`src/rtl/mem_port_arbiter3_pkg.sv`:
```
// Shared encodings for the three-way memory port arbiter: mux selects, FSM states,
// requester indices and the modulo-3 index step.
package mem_port_arbiter3_pkg;

  localparam logic [1:0] SEL_REQ0 = 2'b00;
  localparam logic [1:0] SEL_REQ1 = 2'b01;
  localparam logic [1:0] SEL_REQ2 = 2'b10;

  localparam logic ST_IDLE  = 1'b0;
  localparam logic ST_GRANT = 1'b1;

  localparam int unsigned IFETCH = 0;
  localparam int unsigned LSU    = 1;
  localparam int unsigned DBG    = 2;

  // Step a requester index modulo 3; the unused encoding folds back to requester 0.
  function automatic logic [1:0] next_idx(input logic [1:0] idx);
    logic [1:0] nxt;
    unique case (idx)
      SEL_REQ0: nxt = SEL_REQ1;
      SEL_REQ1: nxt = SEL_REQ2;
      default:  nxt = SEL_REQ0;
    endcase
    return nxt;
  endfunction

endpackage

```
`src/rtl/rr_pick3.sv`:
```
// Combinational rotate-priority encoder over three requesters: the first set bit
// found searching ptr, ptr+1, ptr+2 (mod 3) wins.
module rr_pick3
  import mem_port_arbiter3_pkg::*;
(
  input  logic [2:0] req,
  input  logic [1:0] ptr,
  output logic       valid,
  output logic [1:0] idx
);

  logic [1:0] c0, c1, c2;

  always_comb begin
    c0 = (ptr == 2'b11) ? SEL_REQ0 : ptr;
    c1 = next_idx(c0);
    c2 = next_idx(c1);
    // Later assignments override earlier ones, so the candidate nearest ptr wins.
    idx = SEL_REQ0;
    if (req[c2]) idx = c2;
    if (req[c1]) idx = c1;
    if (req[c0]) idx = c0;
  end

  assign valid = |req;

endmodule

```
`src/rtl/mem_port_arbiter3.sv`:
```
// Round-robin owner of the shared 32-bit memory port: fetch, load/store and debug/DMA,
// with locked back-to-back transfers up to a hold cap and a no-response timeout.
module mem_port_arbiter3
  import mem_port_arbiter3_pkg::*;
#(
  parameter int unsigned MAX_HOLD = 4,
  parameter int unsigned WAIT_MAX = 16,
  parameter int unsigned CW       = 5
) (
  input  logic       clk,
  input  logic       reset,
  input  logic [2:0] req,
  input  logic [2:0] lock,
  input  logic       mem_ready,
  output logic [2:0] gnt,
  output logic [1:0] sel,
  output logic       mem_valid,
  output logic [2:0] done,
  output logic       timeout
);

  logic          state_q, state_d;
  logic [1:0]    ptr_q, ptr_d;
  logic [CW-1:0] wait_q, wait_d;
  logic [CW-1:0] hold_q, hold_d;
  logic [2:0]    gnt_q, gnt_d;
  logic [1:0]    sel_q, sel_d;
  logic          valid_q, valid_d;
  logic          timeout_q, timeout_d;

  logic          pick_valid;
  logic [1:0]    pick_idx;
  logic          release_port;

  rr_pick3 u_pick (
    .req   (req),
    .ptr   (ptr_q),
    .valid (pick_valid),
    .idx   (pick_idx)
  );

  always_comb begin
    state_d      = state_q;
    ptr_d        = ptr_q;
    wait_d       = wait_q;
    hold_d       = hold_q;
    gnt_d        = gnt_q;
    sel_d        = sel_q;
    valid_d      = valid_q;
    timeout_d    = 1'b0;
    release_port = 1'b0;

    if (state_q == ST_IDLE) begin
      if (pick_valid) begin
        state_d = ST_GRANT;
        gnt_d   = 3'b001 << pick_idx;
        sel_d   = pick_idx;
        valid_d = 1'b1;
        wait_d  = '0;
        hold_d  = '0;
      end
    end else begin
      // Abort beats completion beats timeout; completion also wins over a same-cycle expiry.
      if (!req[sel_q]) begin
        release_port = 1'b1;
      end else if (mem_ready) begin
        if (lock[sel_q] && (hold_q < CW'(MAX_HOLD - 1))) begin
          hold_d = hold_q + 1'b1;
          wait_d = '0;
        end else begin
          release_port = 1'b1;
        end
      end else if (wait_q == CW'(WAIT_MAX - 1)) begin
        release_port = 1'b1;
        timeout_d    = 1'b1;
      end else begin
        wait_d = wait_q + 1'b1;
      end

      if (release_port) begin
        state_d = ST_IDLE;
        gnt_d   = 3'b000;
        sel_d   = SEL_REQ0;
        valid_d = 1'b0;
        ptr_d   = next_idx(sel_q);
        wait_d  = '0;
        hold_d  = '0;
      end
    end
  end

  always_ff @(posedge clk) begin
    if (reset) begin
      state_q   <= ST_IDLE;
      ptr_q     <= SEL_REQ0;
      wait_q    <= '0;
      hold_q    <= '0;
      gnt_q     <= 3'b000;
      sel_q     <= SEL_REQ0;
      valid_q   <= 1'b0;
      timeout_q <= 1'b0;
    end else begin
      state_q   <= state_d;
      ptr_q     <= ptr_d;
      wait_q    <= wait_d;
      hold_q    <= hold_d;
      gnt_q     <= gnt_d;
      sel_q     <= sel_d;
      valid_q   <= valid_d;
      timeout_q <= timeout_d;
    end
  end

  assign gnt       = gnt_q;
  assign sel       = sel_q;
  assign mem_valid = valid_q;
  assign timeout   = timeout_q;
  assign done      = gnt_q & {3{mem_ready & valid_q}};

endmodule

```
`config.mk`:
```
export PLATFORM = sky130hd
export DESIGN_NAME = mem_port_arbiter3
export DESIGN_NICKNAME = d
export VERILOG_FILES = /design/src/rtl/mem_port_arbiter3_pkg.sv /design/src/rtl/rr_pick3.sv /design/src/rtl/mem_port_arbiter3.sv
export SDC_FILE = /design/constraint.sdc
export NUM_CORES = 1
export LEC_CHECK = 0
export BUFFER_PORTS_ARGS = -buffer_cell sky130_fd_sc_hd__buf_2
export CAP_MARGIN = 20
export CORE_UTILIZATION = 54
export CTS_CLUSTER_SIZE = 30
export DETAILED_ROUTE_END_ITERATION = 12
export PLACE_DENSITY = 0.77
export SYNTH_ARGS = -nofsm -noshare
export SYNTH_HDL_FRONTEND = slang
export SYNTH_SLANG_ARGS = --single-unit
```
`constraint.sdc`:
```
create_clock -name clk -period 2.1 [get_ports clk]
set_input_delay 0.315 -clock clk [delete_from_list [all_inputs] [get_ports clk]]
set_output_delay 0.315 -clock clk [all_outputs]
set_load 0.02 [all_outputs]
```
# Word level (Yosys, flattened, before mapping)
# Index checks and enable logic that the tools add are counted.
[op_classes] add_sub_neg=2 order_cmp=5 eq_ne=11 n_shift=1 mux=46 bitwise=4 n_reduce_logical=11
[op_table] op="2-to-1 mux 5 bit" n=12
[op_table] op="2-to-1 mux 1 bit" n=16
[op_table] op="2-to-1 mux 2 bit" n=7
[op_table] op="< comparator 2 x 3 -> 1 bit (second input constant)" n=4
[op_table] op="case mux 2 bit (2 select lines)" n=3
[op_table] op="adder 5 x 1 -> 5 bit (second input constant)" n=2
[op_table] op="binary-select mux 1 bit (select 2 bit)" n=5
[op_table] op="2-to-1 mux 3 bit" n=3
[op_table] op="AND reduction 4 bit" n=2
[op_table] op="equality test 2 x 1 -> 1 bit (second input constant)" n=3
[op_table] op="logical NOT 2 bit" n=3
[op_table] op="inequality test 3 x 1 -> 1 bit (second input constant)" n=2
[op_table] op="equality test 5 x 4 -> 1 bit (second input constant)" n=1
[op_table] op="< comparator 5 x 2 -> 1 bit (second input constant)" n=1
[op_table] op="inequality test 4 x 2 -> 1 bit (second input constant)" n=1
[op_table] op="inequality test 4 x 3 -> 1 bit (second input constant)" n=1
[op_table] op="AND reduction 2 bit" n=2
[op_table] op="OR reduction 4 bit" n=1
[op_table] op="AND 3 bit" n=1
[op_table] op="inequality test 3 x 2 -> 1 bit (second input constant)" n=1
[op_table] op="OR reduction 3 bit" n=1
[op_table] op="<< shifter 1 x 2 -> 3 bit (first input constant)" n=1
[op_table] op="equality test 2 bit (second input constant)" n=1
[op_table] op="inequality test 2 x 1 -> 1 bit (second input constant)" n=1
[op_table] op="4 further kinds" n=5
[totals] reg_bits=20 in_bits=9 out_inout_bits=10 elab_cells=88

# Depth between registers and ports, before layout
# Gate-level depths: netlist (run 1).
[depth] word_depth=14 ltp_mapped=8 ltp_nobuf=8

# By module
# From an unflattened synthesis (run 1), not the netlist that was laid out.
[unflattened] hier_cells=141 area_unflattened_um2=1212.4
[modules_own_cells] mod="mem_port_arbiter3" instances=1 cells_each=121 area_each_um2=1067.3 seq_area_each_um2=400.4
[modules_own_cells] mod="rr_pick3" instances=1 cells_each=20 area_each_um2=145.1 seq_area_each_um2=0.0

# Worst setup path after synthesis (run 1)
# No wires, ideal clock.
[synth_timing] kind="register to register" startpoint="register wait_q[0]" endpoint="register wait_q[3]" setup_ns=0.091 arrival_time_ns=1.675 required_time_ns=2.009 setup_slack_ns=0.334 stages_incl_launch_ff=9 path_buffers=1 synth_period_minus_slack_ns=1.766 path_cell_list="dfxtp_1 -> ha_1 -> and3_1 -> ha_1 -> nor2_1 -> and3_1 -> buf_2 -> a41oi_1 -> a311oi_1"
[synth_between] elab_chain_len=7 word_cells_on_any_way=15 classes_between="add/sub (1); eq/ne (4); mux (9); reduce/logical (1)"
[synth_lines] item="start: declaration" line_no="mem_port_arbiter3.sv:24" text="logic [CW-1:0] wait_q, wait_d;"
[synth_lines] item="start signal: assignment" line_no="mem_port_arbiter3.sv:105" text="wait_q <= wait_d;"
[synth_lines] item="equality test 5 x 4 -> 1 bit" line_no="mem_port_arbiter3.sv:73" text="end else if (wait_q == CW'(WAIT_MAX - 1)) begin"
[synth_lines] item="2-to-1 mux 1 bit" line_no="mem_port_arbiter3.sv:73"
[synth_lines] item="2-to-1 mux 1 bit" line_no="mem_port_arbiter3.sv:66" text="end else if (mem_ready) begin"
[synth_lines] item="2-to-1 mux 1 bit" line_no="mem_port_arbiter3.sv:64" text="if (!req[sel_q]) begin"
[synth_lines] item="2-to-1 mux 1 bit" line_no="mem_port_arbiter3.sv:53" text="if (state_q == ST_IDLE) begin"
[synth_lines] item="inequality test 4 x 2 -> 1 bit (no line) (tied with other cells)"
[synth_lines] item="AND reduction 4 bit (no line) / 2-to-1 mux 5 bit (equally long branches)"
# Several ways; a longest one is shown, not always the timed one. The select of a mux whose other input is x is not followed.
# A chain may end at the register's enable or synchronous reset.

# Worst setup path after layout (run 1)
# Ends and elaborated chain as after synthesis.

==> summary.md, run 1 <==
| Metric | Value |
|---|---|
| Outcome | `complete, no violations` |
| Antenna-violating nets left | `0` |
| Worst Path Required | `2.31 ns` |
| Final period demand of the worst path | `just under 2 ns` |
| Die ar. | `2280 um^2` |
| Cell count after placement | `roughly 170` |
| Clock tree buffer depth | `2` |
| Maximum net fanout on the critical path | `9` |
| Router iterations before antenna repair | `4` |
| Root Buffer Master | `sky130_fd_sc_hd__clkbuf_4` |
| Vertical extent of the die | `47.8 um` |
| Clock-pin slew reported for the worst setup and hold paths after clock tree synthesis | `roughly 0.12 ns` |
| Final Hold Violating Endpoints | `0` |
| Post-synthesis to final-layout area growth | `14.4%` |
| Number of levels the H-tree was split into | `1` |
| Total of max-cap violations | `0` |
| Count of different cell masters after synthesis | `36` |
| Yosys warns | `0` |
| Highest ir drop seen on vdd | `approximately 0.38 mV` |
| Maximum clock frequency | `between 500 and 600 MHz` |
| Routed wire per std cell | `~13 um` |
| Cell type with the highest occurrence count on the critical path | `sky130_fd_sc_hd__ha_1` |
| Clock insertion delay at the later pin of the skew report | `around 0.3 ns` |
| Ys async rst share | `0%` |
| Area taken by flip-flops and latches | `400 um^2` |
| First-pass GRT wire length | `3.62 mm` |
| Post-Synthesis Net Count | `150` |
| Nature of the critical path startpoint | `flop` |
| Via count | `a little over 1000` |
| Number of instances in the synthesized netlist | `between 100 and 150` |
| DPL Wire Length | `about 1.7 mm` |
| CTS tree | `built` |
| DRC violation count after routing | `0` |
| Post-CTS Setup Repair Bufs | `0` |
| Worst slew margin relative to its limit | `between 70% and 80%` |
| Leak Pwr | `about 0.54 nW` |
| Synthesized area per cell | `around 8.4 um^2` |
| Start-to-end type of the worst setup path | `flop to flop` |
| Dominant register cell in the synthesized netlist | `sky130_fd_sc_hd__dfxtp_1` |
| Number of DRC markers in iteration 0 | `13` |
| Post-Layout Cell Count | `between 150 and 200` |
| Worst clock skew on the final layout | `~0.0012 ns` |
| Final period utilization | `approximately nine tenths` |
| Vias in the first global route | `852` |
| DR vias/cell | `roughly 5.8` |
| Largest net degree at the start of global routing | `21` |
| Global-route usage over all layers | `between 20% and 30%` |
| Number of clock buffers inserted by TritonCTS | `3` |
| Combined area of the multi-input logic cells | `between 600 and 700 um^2` |
| Count of buffers inserted at the top-level ports | `18` |
| Starting density of the core | `around 58%` |
| Placer congestion estimate | `between 0.8 and 0.9` |
| EDFF count, synth | `0` |
| Power density over the cells | `around 700 nW/um^2` |
| Floorplan row count | `16` |
| Flip-flop and latch count after synthesis | `20` |
| Unrepaired setup endpoints after global routing | `false` |
| Leading cell types in the layout, fill and taps excluded | `sky130_fd_sc_hd__dfxtp_1 (20), sky130_fd_sc_hd__buf_2 (18), sky130_fd_sc_hd__nand2_1 (13)` |
| Clock Sink Count | `20` |
| Final WL | `approximately 2.2 mm` |
| Final sum of negative setup slack | `0 ns` |
| Crit path max-delay cell type | `sky130_fd_sc_hd__dfxtp_1` |
| Placeable core area | `1960 um^2` |
| Final setup vio count | `0` |
| Final antenna diode count | `0` |
| Endpoint type of the worst setup path | `flop` |
| Actual slew at the worst max-slew pin | `~0.35 ns` |
| CP Cell Sequence | `ha_1 -> and3_1 -> ha_1 -> nor2_1 -> and3_2 -> a41oi_1 -> a311oi_1` |
| Post-synthesis cell area | `1130 um^2` |
| Grt total ovfl | `0` |
| IO Count | `19` |
| Pins Over Slew Limit | `0` |
| Sequential share of the synthesized area | `between 30 and 40%` |
| Commonest non-fill, non-tap cell in the layout | `sky130_fd_sc_hd__dfxtp_1` |
| # nets final | `about 170` |
| Horizontal extent of the die | `approximately 48 um` |
| Total of fill cells in the finished design | `191` |
| Crit path DAT | `2.14 ns` |
| Number of antenna violations at the first check in global routing | `0` |
| Hold Path Class | `input port to flop` |
| Layout cell share with drive strength beyond 1 | `a little under a quarter` |
| Slowest cell delay on critical path | `~0.36 ns` |
[report_power, final]
| part | internal (W) | total [W] | switching [W] |
|---|---|---|---|
| Sequential | 0.000398 | 0.000422 | 0.0000241 |
| Clock | 0.000193 | 0.000314 | 0.000121 |
| Combinational | 0.0000705 | 0.000175 | 0.000104 |
| Total | 0.000661 | 0.000910 | 0.000249 |
[logic make-up (layout without fill, tap and decap cells)]
kind of cell	Yosys count	after routing	share of synthesized area, %
AND/OR/NAND/NOR	59	59	28.9
AO/OA/AOI/OAI	32	32	19.6
flip-flops	20	20	35.4
buffers and inverters	12	28	4.20
adder cells (fa/ha/maj)	6	6	6.63
multiplexers	6	6	5.30
[synthesized netlist by cell type, drive strengths merged (2+ instances only)]
master | n | area share [%]
and2 | 2 | 1.1
o21a | 2 | 1.3
mux2i | 6 | 5.3
buf | 2 | 0.88
inv | 5 | 1.7
a21oi | 7 | 3.4
nand3b | 2 | 1.3
nor3 | 3 | 1.3
a31oi | 4 | 2.2
a311oi | 2 | 1.5
nor2b | 2 | 1.1
nor2 | 13 | 4.5
clkbuf | 5 | 1.7
o21ai | 7 | 3.1
nor3b | 2 | 1.3
o211ai | 3 | 2.0
ha | 6 | 6.6
nand2 | 13 | 4.3
dfxtp | 20 | 35
nand2b | 3 | 1.7
and3 | 7 | 4.2
nand3 | 7 | 3.1
a41oi | 2 | 1.5
[path summary, 6_finish.rpt]
kind	start	endpoint	slack, ns	cells after the start
setup / recovery	wait_q[0]	wait_q[3]	0.18	7
hold / removal	reset	ptr_q[1]	0.39	2
setup reg to reg	wait_q[0]	wait_q[3]	0.18	7
hold reg to reg	wait_q[4]	wait_q[4]	0.47	2
[per-layer routing]
layer / part of all wire (%) / GRT usage [%] / vias up
met4: 0 / 6.67 / 0
met2: 50 / 38.6 / 21
met1: 47 / 29.0 / 487
met5: 0 / 0 / -
met3: 3.5 / 3.40 / 0
li1: - / - / 522
[worst max-delay path: cells and delay by family, from the launching register on]
kind / cells / cell delay, ns
AO/OA/AOI/OAI: 2 / 0.39
adder cells (fa/ha/maj): 2 / 0.45
flip-flops: 1 / 0.36
AND/OR/NAND/NOR: 3 / 0.64
[per-stage QoR]
| step | hold WS [ns] | util, % | power (W) | setup slack, ns | instance area, um^2 |
|---|---|---|---|---|---|
| 6_report | 0.391 | 66.0 | 0.000910 | 0.178 | 1290 |
| 3_5_place_dp | 0.458 | 63.3 | 0.000604 | 0.123 | 1240 |
| 4_1_cts | 0.386 | 65.9 | 0.000918 | 0.115 | 1290 |
| 2_1_floorplan | 0.432 | - | 0.000556 | 0.334 | 1130 |
| 5_1_grt | 0.402 | 66.0 | 0.000957 | 0.0264 | 1290 |
| 3_3_place_gp | 0.443 | 63.3 | 0.000597 | 0.226 | 1240 |
[area by class of cell]
type	count	share of cell area, %
clock inverters	1	2.32
multi-input cells	103	53.4
clock buffers	3	1.74
well taps	27	2.61
flip-flops and latches	20	30.9
repair buffers	19	7.54
inverters	5	1.45
[what timing repair did]
action / 4_1_cts / 5_1_grt
resized for setup: 0 / 1
hold buffers: 0 / 0
setup endpoints to repair: 0 / 1
[registers in the layout (all words and copies together), names as in the netlist]
signal,count
hold_q,5
wait_q,5
gnt,3
ptr_q,2
sel,2
mem_valid,1
state_q,1
timeout,1
Power figures use the tool's default switching activity.
==> inputs of run 2 (changes only) <==
--- a/config.mk
+++ b/config.mk
@@ -5,12 +5,13 @@
 export SDC_FILE = /design/constraint.sdc
 export NUM_CORES = 1
 export LEC_CHECK = 0
-export BUFFER_PORTS_ARGS = -buffer_cell sky130_fd_sc_hd__buf_2
 export CAP_MARGIN = 20
-export CORE_UTILIZATION = 54
+export CORE_UTILIZATION = 60
 export CTS_CLUSTER_SIZE = 30
 export DETAILED_ROUTE_END_ITERATION = 12
-export PLACE_DENSITY = 0.77
+export DONT_BUFFER_PORTS = 1
+export PLACE_DENSITY = 0.76
+export RECOVER_POWER = 25
 export SYNTH_ARGS = -nofsm -noshare
 export SYNTH_HDL_FRONTEND = slang
 export SYNTH_SLANG_ARGS = --single-unit
==> run 2 against run 1 <==
- clock skew up 0.0061 ns
- via count shrank 2.8%
- maximum frequency decreased by 0.26%
- highest routed layer is now met4
==> summary.md, run 2 (synthesized netlist as in run 1, its figures left out) <==
| Metric | Value |
|---|---|
| Maximum net fanout on the critical path | `9` |
| Total of max-cap violations | `0` |
| Placeable core area | `between 1500 and 2000 um^2` |
| Root Buffer Master | `sky130_fd_sc_hd__clkbuf_4` |
| Highest ir drop seen on vdd | `0.464 mV` |
| DR vias/cell | `~6.3` |
| Maximum clock frequency | `~520 MHz` |
| Final Power | `about 0.00089 W` |
| Worst clock skew on the final layout | `approximately 0.0073 ns` |
| Clock tree buffer depth | `2` |
| Routed wire per std cell | `around 15 um` |
| Nature of the critical path startpoint | `flop` |
| Worst slew margin relative to its limit | `67.3%` |
| Outcome | `complete, no violations` |
| Largest net degree at the start of global routing | `21` |
| Power density over the cells | `approximately 740 nW/um^2` |
| Final antenna diode count | `0` |
| Crit path DAT | `2.14 ns` |
| Clock insertion delay at the later pin of the skew report | `0.31 ns` |
| Number of DRC markers in iteration 0 | `20` |
| Commonest non-fill, non-tap cell in the layout | `sky130_fd_sc_hd__dfxtp_1` |
| Clock Sink Count | `20` |
| Vertical extent of the die | `45.4 um` |
| Final period utilization | `about nine tenths` |
| Pins Over Slew Limit | `0` |
| Post-synthesis to final-layout area growth | `7.18%` |
| Unrepaired setup endpoints after global routing | `false` |
| Leading cell types in the layout, fill and taps excluded | `sky130_fd_sc_hd__dfxtp_1 (20), sky130_fd_sc_hd__nand2_1 (13), sky130_fd_sc_hd__nor2_1 (12)` |
| Cell type with the highest occurrence count on the critical path | `sky130_fd_sc_hd__ha_1` |
| # nets final | `between 150 and 200` |
| Number of antenna violations at the first check in global routing | `0` |
| Final WL | `2.38 mm` |
| Grt total ovfl | `0` |
| Vias in the first global route | `between 800 and 900` |
| Post-layout utilization of the core | `between 60 and 70%` |
| Count of buffers inserted at the top-level ports | `0` |
| Number of clock buffers inserted by TritonCTS | `3` |
| IO Count | `19` |
| Crit path max-delay cell type | `sky130_fd_sc_hd__dfxtp_1` |
| CP Cell Sequence | `ha_1 -> and3_1 -> ha_1 -> nor2_1 -> and3_2 -> a21oi_1 -> a311oi_1` |
| Horizontal extent of the die | `between 40 and 50 um` |
| Starting density of the core | `roughly 65%` |
| Final Hold Violating Endpoints | `0` |
| Hold Path Class | `input port to flop` |
| Worst Path Required | `around 2.3 ns` |
| Via count | `around 1000` |
| CTS tree | `built` |
| DRC violation count after routing | `0` |
| Total of fill cells in the finished design | `around 160` |
| Start-to-end type of the worst setup path | `flop to flop` |
| Number of levels the H-tree was split into | `1` |
| Final sum of negative setup slack | `0 ns` |
| First-pass GRT wire length | `between 3 and 4 mm` |
| Leak Pwr | `around 0.46 nW` |
| Actual slew at the worst max-slew pin | `0.490 ns` |
| Final period demand of the worst path | `approximately 1.9 ns` |
| Router iterations before antenna repair | `4` |
| Final cell area excluding filler cells | `around 1200 um^2` |
| Placer congestion estimate | `approximately 0.8` |
| Global-route usage over all layers | `between 20% and 30%` |
| Combined area of the multi-input logic cells | `692 um^2` |
| Area after DPL | `around 1200 um^2` |
| Slowest cell delay on critical path | `roughly 0.36 ns` |
| Antenna-violating nets left | `0` |
| Endpoint type of the worst setup path | `flop` |
| Layout cell share with drive strength beyond 1 | `12.6%` |
| Clock-pin slew reported for the worst setup and hold paths after clock tree synthesis | `~0.12 ns` |
| DPL Wire Length | `around 1.7 mm` |
| Floorplan row count | `15` |
| Die ar. | `between 2000 and 2500 um^2` |
| Count of hold-fix buffers inserted at cts | `0` |
| Area taken by flip-flops and latches | `between 400 and 500 um^2` |
| Final setup vio count | `0` |
run 2: changes by cell type in the layout (fill, tap and decap cells not counted):
cell and delta:
sky130_fd_sc_hd__buf_2 -18, sky130_fd_sc_hd__clkbuf_1 +1, sky130_fd_sc_hd__buf_4 +1
run 2: final cells by class:
type | instances | area share (%)
timing repair buffer | 3 | 1.55
clock buffer | 3 | 1.86
sequential | 20 | 33.0
tap | 25 | 2.58
inverter | 5 | 1.55
clock inverter | 1 | 2.47
multi-input combinational | 103 | 57.0
run 2: critical path: cells and delay by family, from the launching register on:
kind,cells,cell delay (ns)
AND/OR/NAND/NOR,3,0.63
adder cells (fa/ha/maj),2,0.46
AO/OA/AOI/OAI,2,0.38
flip-flops,1,0.36
run 2: timing repair:
| action | CTS | global route |
|---|---|---|
| endpoints found under the setup margin | 0 | 2 |
| buffers inserted | 0 | 0 |
| gates resized for setup | 0 | 1 |
run 2: path summary, 6_finish.rpt:
path                   from   endpoint  slack (ns)  cells past startpoint
setup / recovery  wait_q[0]  wait_q[2]        0.17                      7
hold / removal        reset  hold_q[0]        0.05                      1
hold reg to reg   wait_q[4]  wait_q[4]        0.47                      2
setup reg to reg  wait_q[0]  wait_q[2]        0.17                      7
run 2: routing by layer:
metal	share of wire (%)	GRT usage [%]	vias to the layer above
met5	0	0	-
met4	1.2	9.09	0
met3	5.0	3.97	6
met2	49	43.4	25
met1	45	32.3	484
li1	-	-	486
run 2: per-stage QoR:
| stage | std cells | setup WS [ns] | hold WS (ns) |
|---|---|---|---|
| after floorplan | 135 | 0.334 | 0.432 |
| after global placement | 156 | 0.231 | 0.382 |
| after detailed placement | 156 | 0.142 | 0.386 |
| after CTS | 160 | 0.105 | 0.0469 |
| after global routing | 160 | 0.0264 | 0.0324 |
| final | 160 | 0.173 | 0.0519 |
run 2: report_power, final:
group          switching (W)  total [W]  internal [W]
logic              0.0000842   0.000144     0.0000603
registers          0.0000311   0.000429      0.000398
clock network       0.000127   0.000320      0.000193
